## src/rtl/sc_speedtick_generator.sv

```systemverilog
// Speed level to periodic active-low move tick; reload only at period boundary.
// Optional macro SC_SPEEDTICK_TICKCOUNT_EN adds an 8-bit emitted-tick counter port.
module sc_speedtick_generator #(
    parameter int SPEEDTICK_LEVELWIDTH  = 8,
    parameter int SPEEDTICK_PERIODWIDTH = 26,
    parameter int SPEEDTICK_BASE_PERIOD = 25_000_000,
    parameter int SPEEDTICK_PERIOD_STEP = 1_000_000,
    parameter int SPEEDTICK_MIN_PERIOD  = 2_500_000
) (
    input  logic                             SC_SPEEDTICK_CLOCK_50,
    input  logic                             SC_SPEEDTICK_RESET_InHigh,
    input  logic [SPEEDTICK_LEVELWIDTH-1:0]  SC_SPEEDTICK_level_InBUS,
    input  logic                             SC_SPEEDTICK_run_InLow,
    output logic                             SC_SPEEDTICK_tick_OutLow,
    output logic [SPEEDTICK_PERIODWIDTH-1:0] SC_SPEEDTICK_period_OutBUS,
    output logic [1:0]                       SC_SPEEDTICK_state_OutBUS
`ifdef SC_SPEEDTICK_TICKCOUNT_EN
    ,
    output logic [7:0]                       SC_SPEEDTICK_tickCount_OutBUS
`endif
);

    localparam int LW = SPEEDTICK_LEVELWIDTH;
    localparam int PW = SPEEDTICK_PERIODWIDTH;
    localparam int CW = PW + LW;

    localparam logic [CW-1:0] BASE_C = CW'(SPEEDTICK_BASE_PERIOD);
    localparam logic [CW-1:0] STEP_C = CW'(SPEEDTICK_PERIOD_STEP);
    localparam logic [CW-1:0] SPAN_C =
        CW'(SPEEDTICK_BASE_PERIOD - SPEEDTICK_MIN_PERIOD);
    localparam logic [PW-1:0] BASE_P = PW'(SPEEDTICK_BASE_PERIOD);
    localparam logic [PW-1:0] MIN_P  = PW'(SPEEDTICK_MIN_PERIOD);

    typedef enum logic [1:0] {
        IDLE  = 2'b00,
        COUNT = 2'b01,
        PAUSE = 2'b10
    } state_t;

    state_t          state;
    logic [PW-1:0]   counter;
    logic [PW-1:0]   period;
    logic            tick;
    logic [CW-1:0]   prod;
    logic [PW-1:0]   calcPeriod;
`ifdef SC_SPEEDTICK_TICKCOUNT_EN
    logic [7:0]      tickCount;
`endif

    // Wide product so large levels clamp instead of wrapping below MIN.
    always_comb begin
        prod       = CW'(SC_SPEEDTICK_level_InBUS) * STEP_C;
        calcPeriod = MIN_P;
        if (prod < SPAN_C) begin
            calcPeriod = PW'(BASE_C - prod);
        end
    end

    always_ff @(posedge SC_SPEEDTICK_CLOCK_50) begin
        if (SC_SPEEDTICK_RESET_InHigh) begin
            state   <= IDLE;
            counter <= '0;
            period  <= BASE_P;
            tick    <= 1'b1;
`ifdef SC_SPEEDTICK_TICKCOUNT_EN
            tickCount <= '0;
`endif
        end else begin
            tick <= 1'b1;
            unique case (state)
                IDLE: begin
                    if (!SC_SPEEDTICK_run_InLow) begin
                        period  <= calcPeriod;
                        counter <= calcPeriod - PW'(1);
                        state   <= COUNT;
                    end
                end
                // Leaving PAUSE counts on the same edge so a pause costs
                // exactly its own length.
                COUNT, PAUSE: begin
                    if (SC_SPEEDTICK_run_InLow) begin
                        state <= PAUSE;
                    end else begin
                        state <= COUNT;
                        if (counter == '0) begin
                            tick    <= 1'b0;
                            period  <= calcPeriod;
                            counter <= calcPeriod - PW'(1);
`ifdef SC_SPEEDTICK_TICKCOUNT_EN
                            tickCount <= tickCount + 8'd1;
`endif
                        end else begin
                            counter <= counter - PW'(1);
                        end
                    end
                end
                default: state <= IDLE;
            endcase
        end
    end

    assign SC_SPEEDTICK_tick_OutLow   = tick;
    assign SC_SPEEDTICK_period_OutBUS = period;
    assign SC_SPEEDTICK_state_OutBUS  = state;
`ifdef SC_SPEEDTICK_TICKCOUNT_EN
    assign SC_SPEEDTICK_tickCount_OutBUS = tickCount;
`endif

endmodule

```

## config.mk

```make
export PLATFORM = sky130hd
export DESIGN_NAME = sc_speedtick_generator
export DESIGN_NICKNAME = d
export VERILOG_FILES = /design/src/rtl/sc_speedtick_generator.sv
export SDC_FILE = /design/constraint.sdc
export NUM_CORES = 1
export LEC_CHECK = 0
export BUFFER_PORTS_ARGS = -buffer_cell sky130_fd_sc_hd__buf_2
export CAP_MARGIN = 20
export CORE_MARGIN = 3
export CORE_UTILIZATION = 56
export DETAILED_ROUTE_END_ITERATION = 12
export PLACE_DENSITY = 0.8
export SLEW_MARGIN = 20
export SYNTH_ARGS = -nofsm -noshare
export SYNTH_HDL_FRONTEND = slang
export SYNTH_SLANG_ARGS = --single-unit
```

## constraint.sdc

```tcl
create_clock -name SC_SPEEDTICK_CLOCK_50 -period 4.3 [get_ports SC_SPEEDTICK_CLOCK_50]
set_clock_uncertainty 0.15 [all_clocks]
set_input_delay 0.215 -clock SC_SPEEDTICK_CLOCK_50 [delete_from_list [all_inputs] [get_ports SC_SPEEDTICK_CLOCK_50]]
set_output_delay 0.215 -clock SC_SPEEDTICK_CLOCK_50 [all_outputs]
set_load 0.02 [all_outputs]
```

# Yosys cells after proc, flatten, opt, wreduce, memory -nomap -nowiden
# Index checks and enable logic that the tools add are counted.
# totals
reg_bits	55
input_bits	11
out_inout_bits	29
elab_cells	35
# op_classes
add_sub_neg	3
n_mul	1
magnitude_cmp	1
n_eq_ne	5
mux	13
bitwise	1
n_reduce_logical	7
# op_table
operator	count
26-bit two-way mux	7
26-bit case mux with 2 select lines	2
26-bit by 1-bit subtractor with 26-bit output, second input constant	2
28-bit by 25-bit < comparator with 1-bit output, second input constant	1
26-bit zero test	1
25-bit by 26-bit subtractor with 26-bit output, first input constant	1
8-bit by 14-bit multiplier with 22-bit output, second input constant	1
2-bit != test, second input constant	3
2-bit two-way mux	2
2-bit case mux with 2 select lines	1
4-bit AND reduction	1
3-bit AND reduction	1
3-bit OR reduction	1
2-bit by 1-bit equality test with 1-bit output, second input constant	1
2-bit equality test, second input constant	1
2-bit zero test	1
2-bit nonzero test	1
2-bit OR reduction	1
1-bit two-way mux	1
1-bit NOT	1

# Logic depth before layout (Yosys ltp)
# Gate-level depths: netlist (run 1).
# logic_depth
word_depth	7
depth_mapped	19
ltp_nobuf	18

# Worst setup path after synthesis (run 1)
# OpenSTA, ideal clock, no wires.
# synth_timing
kind	input to register
from	input port SC_SPEEDTICK_level_InBUS[2]
to	register counter[23]
setup_time_ps	62
arrival_ps	4411
t_required_ps	4088
setup_slack_ps	-323
path_stages	16
n_path_buf	0
cell_sequence	fa_1 -> ha_1 -> inv_1 -> fa_1 -> fa_1 -> inv_1 -> ha_1 -> nand2_1 -> nor2_1 -> and3_4 -> o41ai_4 -> xnor2_1 -> nor4b_4 -> o211ai_2 -> or4_1 -> nand3_1
# synth_via
elab_chain_cells	7
word_cells_on_any_way	9
classes_between	2 x add/sub; 1 x mul; 1 x order compare; 5 x mux
# synth_lines
item	line	rtl
start: declaration	12	input logic [SPEEDTICK_LEVELWIDTH-1:0] SC_SPEEDTICK_level_InBUS,
8-bit by 14-bit multiplier with 22-bit output (*)	52	prod = CW'(SC_SPEEDTICK_level_InBUS) * STEP_C;
25-bit by 26-bit subtractor with 26-bit output / 28-bit by 25-bit < comparator with 1-bit output (equally long branches)	55, 54	
26-bit two-way mux (*)	54	if (prod < SPAN_C) begin
26-bit by 1-bit subtractor with 26-bit output (*)	74, 88	
26-bit two-way mux	85	if (counter == '0) begin
26-bit two-way mux	81	if (SC_SPEEDTICK_run_InLow) begin
26-bit case mux with 2 select lines (*)	70	unique case (state)
end signal: assignment	74	counter <= calcPeriod - PW'(1);
end signal: assignment	88	counter <= calcPeriod - PW'(1);
end signal: assignment	93	counter <= counter - PW'(1);
end: declaration	41	logic [PW-1:0] counter;
# Every way passes the cells marked *; elsewhere a longest branch is shown, timed or not. The select of a mux whose other input is x is not followed.
# A chain may end at the register's enable or synchronous reset.

# Final worst setup path (run 1)
# layout_timing
from	input port SC_SPEEDTICK_level_InBUS[3]
to	register counter[19]
# Same word-level chain as after synthesis.

==> results.cfg, run 1 <==
[run_status]
status = complete, but fails checks
violations = setup timing

[global_route]
grt_pass1_vias = 4866
grt_pass1_wl_um = 21150
antenna_found_initial = 0
overflow = 0
grtUsageTotal_pct = 25.41
grt_max_degree = 54

[setup_path]
start_kind = input pin
reg2reg_depth = 11
rrSetupSlack_ps = 880
required_ps = 4370
path_max_fanout = 8
cp.arrival_ps = 4410
r2r_end = counter[16]$_SDFFE_PP0P_
end_kind = register
r2r-start = counter[0]$_SDFFE_PP0P_
worstSetupPathType = in2reg

[timing]
fmax_mhz = 230.1
hold_viol_final = 0
min_period_ps = 4346
fin_crit_sh_pct = 101.1
rsz0062_at_grt = true
setup_ws_ps = -45.52
tns_ps = -121.0
tightest_slew_ps = 996.0
finalSetupViolations = 6
maxSlewViolCount = 0
relSlewSlack_pct = 33.60
hold_ws_ps = 23.00

[placed_design]
hpwl_um = 9988
place_ws_ps = -624.0
dp_cells = 835
io_buffers = 34
place_congestion = 0.8972
place_area_sq_um = 5938

[synth]
syn_avg_cell_area_sq_um = 7.967
synth.top_cells.by_area = dfxtp_1 (20%), ha_1 (15%), fa_1 (6.9%)
synthCells = 618
synth_top_area_share_pct = 20.33
yosysMostFrequentCell = nor2_1
ys_ff_latch = 50
asyncSetResetFlopFracSynth_pct = 0
synth_area_sq_um = 4923
yosysWarnings = 0
synth_edf_count = 0
synth_top_cell_by_area = dfxtp_1
netlist_top_cells_count = nor2_1 (63), ha_1 (59), inv_1 (52)
seq_area_frac_synth_pct = 20.33
ys_types = 68
synth_flop_cell = dfxtp_1

[clocking]
clock_latency_ps = 320
root_buffer = clkbuf_8
cts_hold_buf = 0
cts_made_buffers = 5
clkTransAtPathRegs_ps = 100
htreeDepth = 2
cts_sinks = 50
clock_path_buffers = 2
cts_tree = done

[die]
ios = 40
dieArea_sq_um = 9953
initial_core_util_pct = 58.74
die_x_um = 99.77
fp.dieH_um = 99.77
core_area_sq_um = 8382
rows = 33

[routing]
avgRoutedWirePerCell_um = 16.02
avgViaCountPerCell = 5.973
first_pass_iters = 4
drc = 0
vias = 5083
wl_um = 13640
drt_iter0_drc = 282
drtAntennaViolNets = 0

[layout]
final_cell_count_no_fill = 851
num_antenna_cells = 0
nets = 832
fill_cells = 549
utilization_pct = 78.31
final_cell_area_sq_um = 6564
drive_gt1_share_pct = 32.44
area_growth_pct = 33.32

[min_path]
hold_depth = 2
hold_start = SC_SPEEDTICK_run_InLow
hold-path-endpoint = SC_SPEEDTICK_tick_OutLow$_SDFF_PP1_
hold_path_class = in2reg

[power_and_ir_drop]
power_density_nw_per_um2 = 673.1
total_power_mw = 4.418
vdd_drop_max_v = 0.0004518
p_leak_nw = 2.882

[flow_run]
cap_violations = 0
==> final cells by class <==
class | count | area [sq um] | area share, %
multi-input combinational | 491 | 4076 | 62.10
timing repair buffer | 145 | 1064 | 16.20
sequential | 50 | 1001 | 15.25
inverter | 52 | 195.2 | 2.974
tap | 105 | 131.4 | 2.002
clock buffer | 5 | 68.82 | 1.048
clock inverter | 3 | 27.53 | 0.4194
==> critical path, stage by stage <==
cell       delay [ps]
buf_8             100
fa_2              630
ha_4              220
inv_2              50
fa_1              430
fa_1              560
inv_2              40
ha_4              240
a21oi_4           160
o21ai_4           100
o41ai_4           310
buf_6             180
xnor2_4           100
nor4b_4           360
o211a_4           310
a21oi_1           100
a2111oi_2         300
==> registers in the layout (all words and copies together), names as in the netlist <==
signal,count
SC_SPEEDTICK_period_OutBUS,21
SC_SPEEDTICK_tick_OutLow,1
SC_SPEEDTICK_state_OutBUS,2
counter,26
==> power by group <==
part / internal (mW) / switching (mW)
registers: 0.533 / 0.0577
clock network: 0.121 / 0.179
logic: 1.69 / 1.84
total: 2.35 / 2.07
==> logic make-up after synthesis <==
group | count (synthesis) | synth area share, %
multiplexers | 3 | 0.6099
buffers and inverters | 81 | 6.658
AND/OR/NAND/NOR | 212 | 22.41
AO/OA/AOI/OAI | 161 | 21.96
adder cells (fa/ha/maj) | 76 | 21.91
flip-flops | 50 | 20.33
XOR/XNOR | 34 | 6.048
other | 1 | 0.07617
==> how the worst max path moves through the flow <==
| stage | start | end | cells after the start |
|---|---|---|---|
| 6_report | SC_SPEEDTICK_level_InBUS[3] | counter[19]$_SDFFE_PP0P_ | 17 |
| 3_3_place_gp | SC_SPEEDTICK_level_InBUS[4] | counter[23]$_SDFFE_PP0P_ | 20 |
| 4_1_cts | SC_SPEEDTICK_level_InBUS[3] | counter[19]$_SDFFE_PP0P_ | 18 |
| 3_5_place_dp | SC_SPEEDTICK_level_InBUS[4] | counter[19]$_SDFFE_PP0P_ | 18 |
| 2_1_floorplan | SC_SPEEDTICK_level_InBUS[4] | counter[23]$_SDFFE_PP0P_ | 16 |
| 5_1_grt | SC_SPEEDTICK_level_InBUS[3] | counter[14]$_SDFFE_PP0P_ | 19 |
==> layer usage <==
layer	wire length (um)	part of all wire (%)	up-vias	global-route usage (%)
met4	267	2.0	0	8.403
met1	5358	39	2442	30.43
li1	-	-	2460	-
met5	0	0	-	0
met3	689	5.1	25	2.945
met2	7322	54	156	46.74
==> timing repair <==
action	4_1_cts	5_1_grt
endpoints found under the setup margin	30	40
gates cloned	0	0
pin swaps	18	40
setup buffers	2	7
resized for setup	22	74
==> cell usage in the layout (no fill, tap or decap), drive strengths merged, types with 6 or more instances in the layout <==
| cell type | count |
|---|---|
| nor2 | 63 |
| nand2 | 36 |
| a31oi | 13 |
| inv | 54 |
| nand3 | 20 |
| o31ai | 11 |
| xor2 | 13 |
| ha | 59 |
| nor2b | 7 |
| or3 | 6 |
| fa | 17 |
| dfxtp | 50 |
| nor4 | 7 |
| a21o | 7 |
| nand2b | 10 |
| xnor2 | 21 |
| a21oi | 44 |
| a211oi | 9 |
| nor3 | 26 |
| o21ai | 31 |
| buf | 145 |
Note: power is estimated with default switching activity, not from simulation.
==> inputs of run 2 (changes only) <==
CORE_UTILIZATION = 66   (was 56)
PLACE_DENSITY = 0.89   (was 0.8)
SKIP_LAST_GASP = 1   (was default)
clock period = 5.5 ns   (was 4.3 ns; I/O delays follow)
==> run 2 against run 1 <==
- the run now ends clean
- cell area decreased by 20%
- via count decreased by 9.4%
- wire length decreased by 14%
- sequential power decreased by 22%
- first-iteration DRC count increased by 34%
- die area decreased by 14%
- combinational power decreased by 56%
- power decreased by 49%
- clock power decreased by 25%
- non-clock buffer count decreased by 104
- global-route usage increased by 2.5 points
- critical path type unchanged
==> results.cfg, run 2 (synthesized netlist as in run 1, its figures left out) <==
[global_route]
grt_pass1_vias = 4344
antenna_found_initial = 0
grt_max_degree = 54
overflow = 0
grt_pass1_wl_um = 19950
grtUsageTotal_pct = 27.90

[timing]
tightest_slew_ps = 1006
finalSetupViolations = 0
fin_crit_sh_pct = 91.97
rsz0062_at_grt = false
setup_ws_ps = 441.4
fmax_mhz = 197.7
maxSlewViolCount = 0
min_period_ps = 5059
hold_viol_final = 0
tns_ps = 0
relSlewSlack_pct = 32.79

[layout]
final_cell_area_sq_um = 5239
fill_cells = 555
utilization_pct = 74.63
nets = 728
layout_commonest_cell = nor2_1
largest_register_ff_count = 26
area_growth_pct = 6.404
final_cell_mix = nor2_1 (63), ha_1 (59), inv_1 (52), dfxtp_1 (50), a21oi_1 (44)
drive_gt1_share_pct = 10.75
num_antenna_cells = 0
final_cell_count_no_fill = 738
regMostFlops = counter

[setup_path]
start_kind = input pin
end_kind = register
required_ps = 5590
cp.arrival_ps = 5150
path_max_fanout = 12
worstSetupPathType = in2reg

[die]
fp.dieH_um = 92.37
die_x_um = 92.37
core_area_sq_um = 7019
rows = 30
dieArea_sq_um = 8532
initial_core_util_pct = 70.14
ios = 40

[flow_run]
cap_violations = 0

[placed_design]
io_buffers = 34
place_area_sq_um = 5149
place_ws_ps = 182.7
hpwl_um = 9119
place_congestion = 0.8866
dp_cells = 730

[min_path]
hold_path_class = in2reg

[clocking]
cts_sinks = 50
root_buffer = clkbuf_8
cts_hold_buf = 0
htreeDepth = 2
postCtsResizedCells = 0
cts_made_buffers = 5
clock_latency_ps = 310
clkTransAtPathRegs_ps = 100
cts_tree = done
clock_path_buffers = 2
postCtsSetupBuffers = 0

[routing]
vias = 4607
wl_um = 11790
drt_iter0_drc = 377
drc = 0
first_pass_iters = 5
avgRoutedWirePerCell_um = 15.98
drtAntennaViolNets = 0
avgViaCountPerCell = 6.243

[power_and_ir_drop]
vdd_drop_max_v = 0.0002589
power_density_nw_per_um2 = 430.1
p_leak_nw = 2.294

[run_status]
status = finished, final reports clean
[run 2: layout make-up]
class | instances | area (sq um) | area share (%)
Clock buffer | 5 | 68.82 | 1.314
Timing Repair Buffer | 41 | 222.7 | 4.251
Multi-Input combinational cell | 491 | 3610 | 68.90
Inverter | 52 | 195.2 | 3.726
Tap cell | 96 | 120.1 | 2.293
Clock inverter | 3 | 21.27 | 0.4060
Sequential cell | 50 | 1001 | 19.11
[run 2: critical path, stage by stage]
cell      delay [ps]
buf_2            220
ha_1             180
inv_1             50
fa_1             470
inv_1             50
ha_1             280
inv_1             60
fa_1             530
inv_1             40
ha_1             340
o21ai_0          130
nor2_1            90
a311oi_1         440
xor2_1           460
nor4_1           170
nor4b_4          320
o211a_1          420
buf_4            280
a31oi_1          130
nor3_1           190
[run 2: path summary, 6_finish.rpt]
check	startpoint	end	slack [ps]	depth (start not counted)
setup reg to reg	counter[0]$_SDFFE_PP0P_	counter[8]$_SDFFE_PP0P_	1250	10
hold / removal	SC_SPEEDTICK_run_InLow	SC_SPEEDTICK_tick_OutLow$_SDFF_PP1_	90	2
hold reg to reg	SC_SPEEDTICK_period_OutBUS[9]$_SDFFE_PP0P_	SC_SPEEDTICK_period_OutBUS[9]$_SDFFE_PP0P_	310	2
setup / recovery	SC_SPEEDTICK_level_InBUS[2]	counter[12]$_SDFFE_PP0P_	440	20
[run 2: metrics by stage]
stage	power (mW)	hold slack, ps
5_1_grt	2.429	103.2
3_3_place_gp	1.936	287.7
3_5_place_dp	2.002	295.6
2_1_floorplan	1.659	231.9
6_report	2.253	94.46
4_1_cts	2.228	93.27
[run 2: layer usage]
metal / global-route usage, % / share of wire [%] / vias up
met2: 49.73 / 51 / 200
met3: 3.493 / 6.3 / 24
li1: - / - / 2258
met5: 0 / 0 / -
met1: 35.15 / 41 / 2125
met4: 8.168 / 1.6 / 0
[run 2: power by group]
| group | switching (mW) | total, mW | internal [mW] | leakage [nW] |
|---|---|---|---|---|
| sequential | 0.0460 | 0.462 | 0.417 | 0.412 |
| clock | 0.134 | 0.224 | 0.0897 | 0.0441 |
| combinational | 0.975 | 1.57 | 0.592 | 1.84 |
